File: src/rtl/alu_arbiter_pkg.sv
// Shared definitions for the two-port ALU arbiter:
//   - datapath widths
//   - OP_* opcode constants
//   - flag bit indices. The flags word is {negative, overflow, carry, zero}.
//   - the port identifier type used for grant tracking
package alu_arbiter_pkg;

  localparam int unsigned DATA_W = 8;
  localparam int unsigned OP_W   = 4;
  localparam int unsigned FLAG_W = 4;

  localparam logic [OP_W-1:0] OP_ADD = 4'h0;
  localparam logic [OP_W-1:0] OP_SUB = 4'h1;
  localparam logic [OP_W-1:0] OP_AND = 4'h2;
  localparam logic [OP_W-1:0] OP_OR  = 4'h3;
  localparam logic [OP_W-1:0] OP_XOR = 4'h4;
  localparam logic [OP_W-1:0] OP_NOT = 4'h5;
  localparam logic [OP_W-1:0] OP_SHL = 4'h6;
  localparam logic [OP_W-1:0] OP_SHR = 4'h7;

  localparam int unsigned FLAG_Z = 0;
  localparam int unsigned FLAG_C = 1;
  localparam int unsigned FLAG_V = 2;
  localparam int unsigned FLAG_N = 3;

  typedef enum logic {
    PORT0 = 1'b0,
    PORT1 = 1'b1
  } port_id_t;

endpackage

File: src/rtl/alu_arbiter_if.sv
// Request/response bundle for the two client ports of alu_arbiter.
//
// Signals, repeated for ports 0 and 1:
//   reqN_valid / reqN_ready           request handshake
//   reqN_op, reqN_a, reqN_b           request payload
//   rspN_valid / rspN_ready           response handshake
//   rspN_result, rspN_flags           response payload
//
// Modports:
//   slave  - the arbiter side
//   master - the client/driver side
interface alu_arbiter_if;
  import alu_arbiter_pkg::*;

  logic              req0_valid;
  logic              req0_ready;
  logic [OP_W-1:0]   req0_op;
  logic [DATA_W-1:0] req0_a;
  logic [DATA_W-1:0] req0_b;
  logic              rsp0_valid;
  logic              rsp0_ready;
  logic [DATA_W-1:0] rsp0_result;
  logic [FLAG_W-1:0] rsp0_flags;

  logic              req1_valid;
  logic              req1_ready;
  logic [OP_W-1:0]   req1_op;
  logic [DATA_W-1:0] req1_a;
  logic [DATA_W-1:0] req1_b;
  logic              rsp1_valid;
  logic              rsp1_ready;
  logic [DATA_W-1:0] rsp1_result;
  logic [FLAG_W-1:0] rsp1_flags;

  modport slave (
    input  req0_valid, req0_op, req0_a, req0_b, rsp0_ready,
    input  req1_valid, req1_op, req1_a, req1_b, rsp1_ready,
    output req0_ready, rsp0_valid, rsp0_result, rsp0_flags,
    output req1_ready, rsp1_valid, rsp1_result, rsp1_flags
  );

  modport master (
    output req0_valid, req0_op, req0_a, req0_b, rsp0_ready,
    output req1_valid, req1_op, req1_a, req1_b, rsp1_ready,
    input  req0_ready, rsp0_valid, rsp0_result, rsp0_flags,
    input  req1_ready, rsp1_valid, rsp1_result, rsp1_flags
  );

endinterface

File: src/rtl/alu_arbiter_alu.sv
// Combinational 8-bit ALU shared by both arbiter ports.
//
// Ports:
//   i_op     opcode (OP_*)
//   i_a      first operand
//   i_b      second operand
//   o_result result
//   o_flags  {negative, overflow, carry, zero}
//
// Opcode behaviour:
//   - SUB carry is the inverse of borrow.
//   - Shifts report the bit that was shifted out as carry.
//   - Unknown opcodes produce a zero result.
module alu_arbiter_alu
  import alu_arbiter_pkg::*;
(
  input  logic [OP_W-1:0]   i_op,
  input  logic [DATA_W-1:0] i_a,
  input  logic [DATA_W-1:0] i_b,
  output logic [DATA_W-1:0] o_result,
  output logic [FLAG_W-1:0] o_flags
);

  logic [DATA_W:0] w_wide;
  logic            w_carry;
  logic            w_ovf;

  always_comb begin
    w_wide  = '0;
    w_carry = 1'b0;
    w_ovf   = 1'b0;
    case (i_op)
      OP_ADD: begin
        w_wide  = {1'b0, i_a} + {1'b0, i_b};
        w_carry = w_wide[DATA_W];
        w_ovf   = (i_a[DATA_W-1] == i_b[DATA_W-1]) &&
                  (w_wide[DATA_W-1] != i_a[DATA_W-1]);
      end
      OP_SUB: begin
        w_wide  = {1'b0, i_a} - {1'b0, i_b};
        w_carry = ~w_wide[DATA_W];
        w_ovf   = (i_a[DATA_W-1] != i_b[DATA_W-1]) &&
                  (w_wide[DATA_W-1] != i_a[DATA_W-1]);
      end
      OP_AND: w_wide = {1'b0, i_a & i_b};
      OP_OR:  w_wide = {1'b0, i_a | i_b};
      OP_XOR: w_wide = {1'b0, i_a ^ i_b};
      OP_NOT: w_wide = {1'b0, ~i_a};
      OP_SHL: begin
        w_wide  = {i_a, 1'b0};
        w_carry = i_a[DATA_W-1];
      end
      OP_SHR: begin
        w_wide  = {2'b00, i_a[DATA_W-1:1]};
        w_carry = i_a[0];
      end
      default: w_wide = '0;
    endcase
  end

  always_comb begin
    o_result         = w_wide[DATA_W-1:0];
    o_flags          = '0;
    o_flags[FLAG_N]  = w_wide[DATA_W-1];
    o_flags[FLAG_V]  = w_ovf;
    o_flags[FLAG_C]  = w_carry;
    o_flags[FLAG_Z]  = (w_wide[DATA_W-1:0] == '0);
  end

endmodule

File: src/rtl/alu_arbiter.sv
// Two-port arbiter in front of a single shared ALU.
// Only one operation is in flight at a time, so peak throughput is one
// operation every three cycles:
//   1. IDLE: grant a port and latch its request.
//   2. EXEC: capture the ALU output into the granted port's response
//      registers.
//   3. RESP: hold the response until the client consumes it.
//
// Parameters:
//   FIXED_PRIO  0 = round-robin on ties, 1 = port 0 always wins.
//
// Ports:
//   clk   clock
//   rst   synchronous active-high reset. Reset aborts any in-flight
//         operation.
//   bus   alu_arbiter_if.slave (request/response for ports 0 and 1)
//   busy  high whenever the FSM is not IDLE
module alu_arbiter
  import alu_arbiter_pkg::*;
#(
  parameter bit FIXED_PRIO = 1'b0
) (
  input  logic          clk,
  input  logic          rst,
  alu_arbiter_if.slave  bus,
  output logic          busy
);

  typedef enum logic [1:0] {
    ST_IDLE = 2'd0,
    ST_EXEC = 2'd1,
    ST_RESP = 2'd2
  } state_t;

  state_t            r_state;
  state_t            w_next;

  port_id_t          r_last_grant;
  port_id_t          r_gnt_id;
  port_id_t          w_gnt_id;

  logic [OP_W-1:0]   r_op;
  logic [DATA_W-1:0] r_a;
  logic [DATA_W-1:0] r_b;

  logic              r_rsp0_valid;
  logic [DATA_W-1:0] r_rsp0_result;
  logic [FLAG_W-1:0] r_rsp0_flags;
  logic              r_rsp1_valid;
  logic [DATA_W-1:0] r_rsp1_result;
  logic [FLAG_W-1:0] r_rsp1_flags;

  logic              w_any_valid;
  logic              w_accept;
  logic              w_rsp_fire;
  logic [DATA_W-1:0] w_alu_result;
  logic [FLAG_W-1:0] w_alu_flags;

  alu_arbiter_alu u_alu (
    .i_op     (r_op),
    .i_a      (r_a),
    .i_b      (r_b),
    .o_result (w_alu_result),
    .o_flags  (w_alu_flags)
  );

  // Grant selection.
  // On a tie in round-robin mode, the port that did not win last time
  // takes the grant.
  always_comb begin
    w_gnt_id = PORT0;
    if (bus.req0_valid && bus.req1_valid) begin
      if (FIXED_PRIO) begin
        w_gnt_id = PORT0;
      end else begin
        w_gnt_id = (r_last_grant == PORT0) ? PORT1 : PORT0;
      end
    end else if (bus.req1_valid) begin
      w_gnt_id = PORT1;
    end
  end

  assign w_any_valid = bus.req0_valid | bus.req1_valid;
  assign w_accept    = (r_state == ST_IDLE) && w_any_valid && !rst;

  assign bus.req0_ready = w_accept && (w_gnt_id == PORT0);
  assign bus.req1_ready = w_accept && (w_gnt_id == PORT1);

  // Only the granted port's ready can retire the response.
  // A ready on the other port, or a ready seen while rsp_valid is low,
  // has no effect.
  assign w_rsp_fire = (r_gnt_id == PORT0) ? (r_rsp0_valid && bus.rsp0_ready)
                                          : (r_rsp1_valid && bus.rsp1_ready);

  always_ff @(posedge clk) begin
    if (rst) begin
      r_state <= ST_IDLE;
    end else begin
      r_state <= w_next;
    end
  end

  always_comb begin
    w_next = r_state;
    case (r_state)
      ST_IDLE: if (w_accept)   w_next = ST_EXEC;
      ST_EXEC:                 w_next = ST_RESP;
      ST_RESP: if (w_rsp_fire) w_next = ST_IDLE;
      default:                 w_next = ST_IDLE;
    endcase
  end

  always_ff @(posedge clk) begin
    if (rst) begin
      r_last_grant  <= PORT1;
      r_gnt_id      <= PORT0;
      r_op          <= '0;
      r_a           <= '0;
      r_b           <= '0;
      r_rsp0_valid  <= 1'b0;
      r_rsp0_result <= '0;
      r_rsp0_flags  <= '0;
      r_rsp1_valid  <= 1'b0;
      r_rsp1_result <= '0;
      r_rsp1_flags  <= '0;
    end else begin
      if (w_accept) begin
        r_gnt_id     <= w_gnt_id;
        r_last_grant <= w_gnt_id;
        r_op         <= (w_gnt_id == PORT0) ? bus.req0_op : bus.req1_op;
        r_a          <= (w_gnt_id == PORT0) ? bus.req0_a  : bus.req1_a;
        r_b          <= (w_gnt_id == PORT0) ? bus.req0_b  : bus.req1_b;
      end
      if (r_state == ST_EXEC) begin
        if (r_gnt_id == PORT0) begin
          r_rsp0_valid  <= 1'b1;
          r_rsp0_result <= w_alu_result;
          r_rsp0_flags  <= w_alu_flags;
        end else begin
          r_rsp1_valid  <= 1'b1;
          r_rsp1_result <= w_alu_result;
          r_rsp1_flags  <= w_alu_flags;
        end
      end
      // Clearing the payload along with valid means an idle port always
      // reads as zero.
      if ((r_state == ST_RESP) && w_rsp_fire) begin
        r_rsp0_valid  <= 1'b0;
        r_rsp0_result <= '0;
        r_rsp0_flags  <= '0;
        r_rsp1_valid  <= 1'b0;
        r_rsp1_result <= '0;
        r_rsp1_flags  <= '0;
      end
    end
  end

  assign bus.rsp0_valid  = r_rsp0_valid;
  assign bus.rsp0_result = r_rsp0_result;
  assign bus.rsp0_flags  = r_rsp0_flags;
  assign bus.rsp1_valid  = r_rsp1_valid;
  assign bus.rsp1_result = r_rsp1_result;
  assign bus.rsp1_flags  = r_rsp1_flags;

  assign busy = (r_state != ST_IDLE);

endmodule
File: src/flat_wrapper.sv
// flat-port wrapper written by rule: the top's interface ports become plain ports
module alu_arbiter_flat import alu_arbiter_pkg::*;
#(
  parameter bit FIXED_PRIO = 1'b0
)
  (clk, rst, busy, bus_req0_valid, bus_req0_op, bus_req0_a, bus_req0_b, bus_rsp0_ready, bus_req1_valid, bus_req1_op, bus_req1_a, bus_req1_b, bus_rsp1_ready, bus_req0_ready, bus_rsp0_valid, bus_rsp0_result, bus_rsp0_flags, bus_req1_ready, bus_rsp1_valid, bus_rsp1_result, bus_rsp1_flags);
  alu_arbiter_if bus_i ();
  input  logic clk;
  input  logic rst;
  output logic busy;
  input wire logic [$bits(bus_i.req0_valid)-1:0] bus_req0_valid;
  input wire logic [$bits(bus_i.req0_op)-1:0] bus_req0_op;
  input wire logic [$bits(bus_i.req0_a)-1:0] bus_req0_a;
  input wire logic [$bits(bus_i.req0_b)-1:0] bus_req0_b;
  input wire logic [$bits(bus_i.rsp0_ready)-1:0] bus_rsp0_ready;
  input wire logic [$bits(bus_i.req1_valid)-1:0] bus_req1_valid;
  input wire logic [$bits(bus_i.req1_op)-1:0] bus_req1_op;
  input wire logic [$bits(bus_i.req1_a)-1:0] bus_req1_a;
  input wire logic [$bits(bus_i.req1_b)-1:0] bus_req1_b;
  input wire logic [$bits(bus_i.rsp1_ready)-1:0] bus_rsp1_ready;
  output wire logic [$bits(bus_i.req0_ready)-1:0] bus_req0_ready;
  output wire logic [$bits(bus_i.rsp0_valid)-1:0] bus_rsp0_valid;
  output wire logic [$bits(bus_i.rsp0_result)-1:0] bus_rsp0_result;
  output wire logic [$bits(bus_i.rsp0_flags)-1:0] bus_rsp0_flags;
  output wire logic [$bits(bus_i.req1_ready)-1:0] bus_req1_ready;
  output wire logic [$bits(bus_i.rsp1_valid)-1:0] bus_rsp1_valid;
  output wire logic [$bits(bus_i.rsp1_result)-1:0] bus_rsp1_result;
  output wire logic [$bits(bus_i.rsp1_flags)-1:0] bus_rsp1_flags;
  assign bus_i.req0_valid = bus_req0_valid;
  assign bus_i.req0_op = bus_req0_op;
  assign bus_i.req0_a = bus_req0_a;
  assign bus_i.req0_b = bus_req0_b;
  assign bus_i.rsp0_ready = bus_rsp0_ready;
  assign bus_i.req1_valid = bus_req1_valid;
  assign bus_i.req1_op = bus_req1_op;
  assign bus_i.req1_a = bus_req1_a;
  assign bus_i.req1_b = bus_req1_b;
  assign bus_i.rsp1_ready = bus_rsp1_ready;
  assign bus_req0_ready = bus_i.req0_ready;
  assign bus_rsp0_valid = bus_i.rsp0_valid;
  assign bus_rsp0_result = bus_i.rsp0_result;
  assign bus_rsp0_flags = bus_i.rsp0_flags;
  assign bus_req1_ready = bus_i.req1_ready;
  assign bus_rsp1_valid = bus_i.rsp1_valid;
  assign bus_rsp1_result = bus_i.rsp1_result;
  assign bus_rsp1_flags = bus_i.rsp1_flags;
  alu_arbiter #(.FIXED_PRIO(FIXED_PRIO)) u_core (.clk(clk), .rst(rst), .bus(bus_i), .busy(busy));
endmodule
File: config.mk
export PLATFORM = sky130hd
export DESIGN_NAME = alu_arbiter_flat
export DESIGN_NICKNAME = d
export VERILOG_FILES = /design/src/rtl/alu_arbiter_pkg.sv /design/src/rtl/alu_arbiter_if.sv /design/src/rtl/alu_arbiter_alu.sv /design/src/rtl/alu_arbiter.sv /design/src/flat_wrapper.sv
export SDC_FILE = /design/constraint.sdc
export NUM_CORES = 1
export LEC_CHECK = 0
export CORE_MARGIN = 4
export CORE_UTILIZATION = 54
export DETAILED_ROUTE_END_ITERATION = 6
export PLACE_DENSITY = 0.92
export SLEW_MARGIN = 20
export SYNTH_ARGS = -nofsm -noshare
export SYNTH_HDL_FRONTEND = slang
export SYNTH_SLANG_ARGS = --single-unit
File: constraint.sdc
create_clock -name clk -period 3.99 [get_ports clk]
set_input_delay 0.399 -clock clk [delete_from_list [all_inputs] [get_ports clk]]
set_output_delay 0.399 -clock clk [all_outputs]
set_load 0.03 [all_outputs]
==> reports/metrics.sh <==
GRT_PASS1_WL_UM=14300
FIN_CRIT_SH=0.694
NUM_ROWS=28
INITIAL_UTILIZATION=0.556
TIMING.CRITICAL_PATH.REQUIRED_NS=4.23
SYNTH_TOP_CELL_BY_AREA='sky130_fd_sc_hd__dfxtp_1'
CRITPATHCAPTURE='u_core.bus.rsp1_flags[0]'
PATH_DELAY_FAMILY='simple AND/OR/NAND/NOR gates'
PATH_MAX_FANOUT=5
WORST_MIN_DELAY_PATH_CATEGORY='flop to flop'
GRT_MAX_DEGREE=42
SYNTH_TOP_CELLS_BY_COUNT='sky130_fd_sc_hd__nor2_1, sky130_fd_sc_hd__dfxtp_1, sky130_fd_sc_hd__a211oi_1'
OUTCOME='finished, final reports clean'
DRT.ANTENNA.VIOLATING_NETS=0
DETAILEDROUTE.FIRSTITERATIONVIOLATIONS=254
SETUP_VIOL=0
SYNTH_WARNINGS=0
CTS_ROOT_BUFFER='sky130_fd_sc_hd__clkbuf_8'
TIMING.REG2REG.SETUP_SLACK_NS=1.22
CORE_AREA_MM2=0.00592
CRITPATHMAXSTAGEDELAY_NS=0.53
REG2REG_FROM='u_core.r_a[0]'
CTSLONGESTPATHBUFFERS=2
CLOCK-SKEW-FINAL_NS=0.00390
POST_SYNTH_INST_COUNT=398
WORSTSETUPPATHTYPE='flop to flop'
ROUTED_WIRE_LENGTH_PER_INSTANCE_UM=16.5
FINAL_AREA_MM2=0.00415
SYNTHARSTFLOPSHARE=0
R2R_END='u_core.bus.rsp1_flags[0]'
WORSTSETUPENDPOINTTYPE='flop'
DRC=0
WORSTPATHCELLLIST='inv_1, ha_1, fa_1, mux2i_1, xor2_1, nor4_1, nor4_1, and4b_1, nand4_1, o22ai_1'
GRT_SETUP_UNREPAIRED='false'
CTS-RESIZED-GATES=0
SYNTHMOSTINSTANTIATEDCELL='sky130_fd_sc_hd__nor2_1'
REPORT.FINAL.HOLD_VIOL_COUNT=0
VIAS_IN_THE_FIRST_GLOBAL_ROUTE=3004
REGISTER_AREA_UM2=961
PLACEMENT.CELL_AREA_MM2=0.00401
CRITICAL_PATH_CELL_COUNT=10
LAYOUT.NETS=529
SYNTH_COMPOUND_GATE_AREA_SHARE=0.241
SYNTH_EDF_COUNT=0
DETAILED_PLACE_HPWL_UM=6770
YOSYSSEQAREASHARE=0.292
LARGEST_FAMILY_OF_LOGIC_CELLS_BY_SYNTHESIZED_AREA='compound AO/OA/AOI/OAI gates'
POSTSYNTHAREAPERCELL_UM2=8.28
CTS_TREE='built'
SYNTH.FF_LATCH_COUNT=48
VIAS=3202
XOR_XNOR_SHARE_OF_THE_SYNTHESIZED_AREA=0.00798
CRITPATHMOSTFREQUENTCELL='sky130_fd_sc_hd__nor4_1'
ROUTE.FINAL.WIRE_LENGTH_UM=8780
POST_SYNTH_FA_HA_MAJ_AREA_FRACTION=0.107
GLOBALPLACE.CONGESTION=0.937
SHARE_OF_FINAL_LAYOUT_STANDARD_CELLS_STRONGER_THAN_DRIVE_STRENGTH_1=0.0569
CPMAXSTAGEDELAYCELL='sky130_fd_sc_hd__nor4_1'
CLK_PIN_SLEW_NS=0.09
CTS-HTREE-LEVELS=2
POWER.DENSITY_mW_PER_MM2=415
TRITONCTS_SINK_COUNT=48
SYNTH_TOP_FLOP_CELL='sky130_fd_sc_hd__dfxtp_1'
DRV_SLEW=0
TIMING.CRITICAL_PATH.FROM_TYPE='flop'
GRT.OVERFLOW.TOTAL=0
DIEHEIGHT_UM=86.1
SYNTH_CELL_TYPES=63
FILL_CELLS=476
POWER.IR.VDD_WORST_mV=0.282
DETAILEDROUTE.FIRSTPASSITERATIONCOUNT=5
CP.BUFFERS_INVERTERS=1
DESIGN.DIE.AREA_MM2=0.00741
LEAKAGE_nW=1.57
CP-STARTPOINT='u_core.r_a[0]'
CTS_HOLD_BUF=0
VIA_PER_INST=6.02
ANTENNA_CELLS=0
SYNTH_TOP_AREA_SHARE=0.292
PORT_BUFFERS=74
GRT_ANTENNA_BEFORE_REPAIR=0
MAXCLOCKFREQUENCY_GHz=0.361
LAYOUT-AREA-OVERHEAD-VS-SYNTH_PCT=25.8
MUXSHAREOFSYNTHAREA=0.0885
POST_SYNTH_AND_OR_NAND_NOR_AREA_FRACTION=0.187
DIE_W_UM=86.1
DESIGN.PORTCOUNT=75
TIGHTEST_SLEW_NS=1.02
SETUP_TOTAL_NEGATIVE_SLACK_NS=0
INSERTION_DELAY_NS=0.32
SYNTHTOPCELLSBYAREA='sky130_fd_sc_hd__dfxtp_1, sky130_fd_sc_hd__ha_1, sky130_fd_sc_hd__mux2i_1'
SYNTH_NETS=471
R2R.WORST_PATH.CELLS=10
TOTALPOWERFINAL_mW=1.72
MULTI_INPUT_GATE_AREA_IN_THE_FINAL_LAYOUT_MM2=0.00209
CTS_INSERTED_BUFFERS=5
POSTCTSSETUPBUFFERS=0
MAX-SLEW-MARGIN-REL=0.316
TIMING.FINAL.CRIT_PERIOD_NS=2.77
CELL_AREA_SYNTH_MM2=0.00329
CP_DATA_ARRIVAL_TIME_NS=3.01
GRT_USE_TOTAL=0.241
MAXCAPVIOLATIONS=0
tightest hold or removal path, cell delays in order (launching register included):
cell and delay [ns]:
sky130_fd_sc_hd__dfxtp_1 0.32, sky130_fd_sc_hd__nand2_1 0.05, sky130_fd_sc_hd__a21oi_1 0.05
worst min path at each step:
stage                                    startpoint                        end  slack, ns  depth (start not counted)
after detailed placement  u_core.bus.rsp1_result[1]  u_core.bus.rsp1_result[1]       0.45                          2
after global routing      u_core.bus.rsp1_result[1]  u_core.bus.rsp1_result[1]       0.49                          2
after global placement     u_core.bus.rsp1_flags[2]   u_core.bus.rsp1_flags[2]       0.44                          2
after CTS                 u_core.bus.rsp1_result[1]  u_core.bus.rsp1_result[1]       0.47                          2
final                     u_core.bus.rsp0_result[1]  u_core.bus.rsp0_result[1]       0.46                          2
after floorplan                 u_core.r_last_grant        u_core.r_last_grant       0.44                          2
registers in the layout, indices dropped and copies added (netlist names):
register / cells
u_core.r_last_grant: 1
u_core.r_b: 8
u_core.r_state: 2
u_core.bus.rsp0_valid: 1
u_core.r_op: 4
u_core.bus.rsp0_result: 7
u_core.bus.rsp1_flags: 3
u_core.bus.rsp0_flags: 4
u_core.bus.rsp1_valid: 1
u_core.r_a: 8
u_core.r_gnt_id: 1
u_core.bus.rsp1_result: 8
report_power, final:
group	internal (mW)	switching [mW]
combinational	0.295	0.376
clock	0.252	0.186
sequential	0.527	0.0848
kinds of logic (layout without fill, tap and decap cells):
family	count (synthesis)	after routing
xor+xnor	3	3
buf+inv	52	111
flops	48	48
compound gates	107	107
simple gates	132	132
mux	29	29
fa+ha+maj	27	27
layer usage:
metal  up-vias  routed length, µm  GRT usage
met5         -                  0          0
met3        13                472     0.0307
met4         0                154     0.0791
met2       128               4360      0.434
li1       1565                  -          -
met1      1496               3790      0.296
through the flow:
step	hold WS, ns	utilization	setup WS (ns)	instances
6_report	0.465	0.700	1.22	532
5_1_grt	0.493	0.700	1.03	532
4_1_cts	0.466	0.700	1.24	532
3_5_place_dp	0.451	0.677	1.22	524
3_3_place_gp	0.443	0.677	1.33	524
2_1_floorplan	0.438	-	1.63	398
cell type report:
cell class,instances,area share
Clock buffer,5,0.0166
Sequential cell,48,0.232
Inverter,25,0.0226
Tap cell,75,0.0226
Timing Repair Buffer,78,0.186
Clock inverter,3,0.0166
Multi-Input combinational cell,298,0.504
cells in the final DEF, fill, tap and decap left out, types with 3 or more instances in the layout:
cell type / instances
sky130_fd_sc_hd__ha_1: 25
sky130_fd_sc_hd__clkbuf_8: 5
sky130_fd_sc_hd__a211oi_1: 35
sky130_fd_sc_hd__dfxtp_1: 48
sky130_fd_sc_hd__o22ai_1: 6
sky130_fd_sc_hd__a221oi_1: 6
sky130_fd_sc_hd__nand2_1: 26
sky130_fd_sc_hd__nor3_1: 9
sky130_fd_sc_hd__a221o_1: 3
sky130_fd_sc_hd__and2_1: 3
sky130_fd_sc_hd__buf_4: 4
sky130_fd_sc_hd__nor2b_1: 4
sky130_fd_sc_hd__nor3b_1: 5
sky130_fd_sc_hd__or3_1: 3
sky130_fd_sc_hd__mux2i_1: 28
sky130_fd_sc_hd__clkdlybuf4s50_1: 74
sky130_fd_sc_hd__nor4_1: 3
sky130_fd_sc_hd__nor2_1: 61
sky130_fd_sc_hd__nand2b_1: 3
sky130_fd_sc_hd__a21oi_1: 13
sky130_fd_sc_hd__o21ai_0: 7
sky130_fd_sc_hd__nand3_1: 4
sky130_fd_sc_hd__inv_1: 24
sky130_fd_sc_hd__o221ai_1: 4
No activity file was read; power rests on OpenSTA's default activity.
==> RTL change: new RTL, same settings <==
Re-encode `state_t` (3 states) as one-hot, 3 bits wide.
--- a/src/rtl/alu_arbiter.sv
+++ b/src/rtl/alu_arbiter.sv
@@ -28,6 +28,6 @@
 
-  typedef enum logic [1:0] {
-    ST_IDLE = 2'd0,
-    ST_EXEC = 2'd1,
-    ST_RESP = 2'd2
+  typedef enum logic [2:0] {
+    ST_IDLE = 3'b001,
+    ST_EXEC = 3'b010,
+    ST_RESP = 3'b100
   } state_t;
Formal check against the unedited RTL: same outputs for any inputs over 10 cycles, from zero or initial values and one cycle with rst high; not proved beyond that.
==> RTL change against the original RTL <==
  * Sequential share of layout area decreased by 0.13 points
  * Final area increased by 2.7%
  * Sequential cell count increased by 1
  * Wire length increased by 3.5%
  * Worst setup slack got worse by 0.0066 ns
  * Power down 20%
  * Fmax down 0.24%
  * Area after synthesis grew 4.9%
  * Count of clock-buffer cells in the layout unchanged
  * Synthesized cell count is 8.8% higher
  * Die area grew 4.5%
  * Largest power group is now registers
==> RTL change: results <==
export IMPL_leakage_nw=1.55
export IMPL_via_per_inst=5.95
export IMPL_drive_gt1_frac=0.0574
export IMPL_worst_slew_pin_slew_ns=0.955
export IMPL_grt_pass1_wl_mm=14.6
export IMPL_cp_max_fo=6
export IMPL_outcome="finished, final reports clean"
export IMPL_synth_area_top_cells="dfxtp_1 (28%), ha_1 (9.0%), mux2i_1 (7.2%)"
export IMPL_hpwl_mm=7.04
export IMPL_cp_slowest_cell="dfxtp_1"
export IMPL_drt_iter0_drc=159
export IMPL_grtUsageTotal=0.237
export IMPL_synth_net_count=506
export IMPL_finalClockSkew_ns=0.00765
export IMPL_finalNetCount=560
export IMPL_placed_area_um2=4170
export IMPL_cts_buffer_depth=2
export IMPL_drt_total_wl_mm=9.09
export IMPL_port_buffers=74
export IMPL_dp_slack_ns=1.28
export IMPL_crit_family="compound AO/OA/AOI/OAI gates"
export IMPL_grt_pass1_vias=3113
export IMPL_synth_seq_area_share=0.284
export IMPL_netlist_top_cells_count="nor2_1 (59), dfxtp_1 (49), nand2_1 (38)"
export IMPL_routabilityCongestion=0.960
export IMPL_ir_drop_mv=0.179
export IMPL_yosys_cell_types_count=59
==> RTL change: changes by cell type after synthesis, moves of 5 or more <==
cell      change
a211oi_1      -5
a21oi_1      +11
buf_2         +8
nand2_1      +12
nand3b_1      +5
==> RTL change: per-layer routing <==
metal  global-route usage  wire (µm)  vias to the layer above
met1                0.297       3800                     1530
met5                    0          0                        -
li1                     -          -                     1658
met2                0.428       4560                      145
met4               0.0646        138                        0
met3               0.0263        595                       16
==> RTL change: final timing paths <==
check,start,end,slack (ns),cells past startpoint
hold reg to reg,u_core.bus.rsp1_flags[2],u_core.bus.rsp1_flags[2],0.46,2
setup reg to reg,u_core.r_a[0],u_core.bus.rsp1_flags[1],1.21,10
hold / removal,u_core.bus.rsp1_flags[2],u_core.bus.rsp1_flags[2],0.46,2
setup / recovery,u_core.r_a[0],u_core.bus.rsp1_flags[1],1.21,10
==> RTL change: worst min-delay path, delay by kind of cell (launching register included) <==
family             cells  cell delay (ns)
AOI/OAI and AO/OA      1             0.05
DFF                    1             0.32
and+or+nand+nor        1             0.05
==> RTL change: kinds of logic after synthesis <==
logic type	synth area share
and+or+nand+nor	0.211
adders and majority gates	0.102
muxes	0.0887
buffers and inverters	0.0811
DFF	0.284
AOI/OAI and AO/OA	0.231
xor gates and xnor gates	0.00253
==> RTL change: per-stage QoR <==
| step | total power [mW] | hold slack (ns) | cells | utilization |
|---|---|---|---|---|
| after detailed placement | 1.06 | 0.453 | 555 | 0.687 |
| final | 1.37 | 0.465 | 563 | 0.702 |
| after floorplan | 0.917 | 0.452 | 433 | - |
| after global routing | 1.45 | 0.482 | 563 | 0.702 |
| after CTS | 1.37 | 0.466 | 563 | 0.702 |
| after global placement | 1.05 | 0.445 | 555 | 0.687 |
==> RTL change: layout make-up <==
| class | count | area, µm² |
|---|---|---|
| Tap cell | 75 | 93.8 |
| Sequential cell | 49 | 981 |
| Multi-Input combinational cell | 322 | 2200 |
| Clock inverter | 3 | 21.3 |
| Timing Repair Buffer | 80 | 786 |
| Inverter | 29 | 109 |
| Fill cell | 492 | 1810 |
| Clock buffer | 5 | 68.8 |
==> RTL change: power by group <==
part | leakage (nW) | switching, mW | internal (mW) | total (mW)
combinational | 1.10 | 0.272 | 0.213 | 0.486
sequential | 0.400 | 0.0574 | 0.517 | 0.575
clock | 0.0445 | 0.188 | 0.125 | 0.313
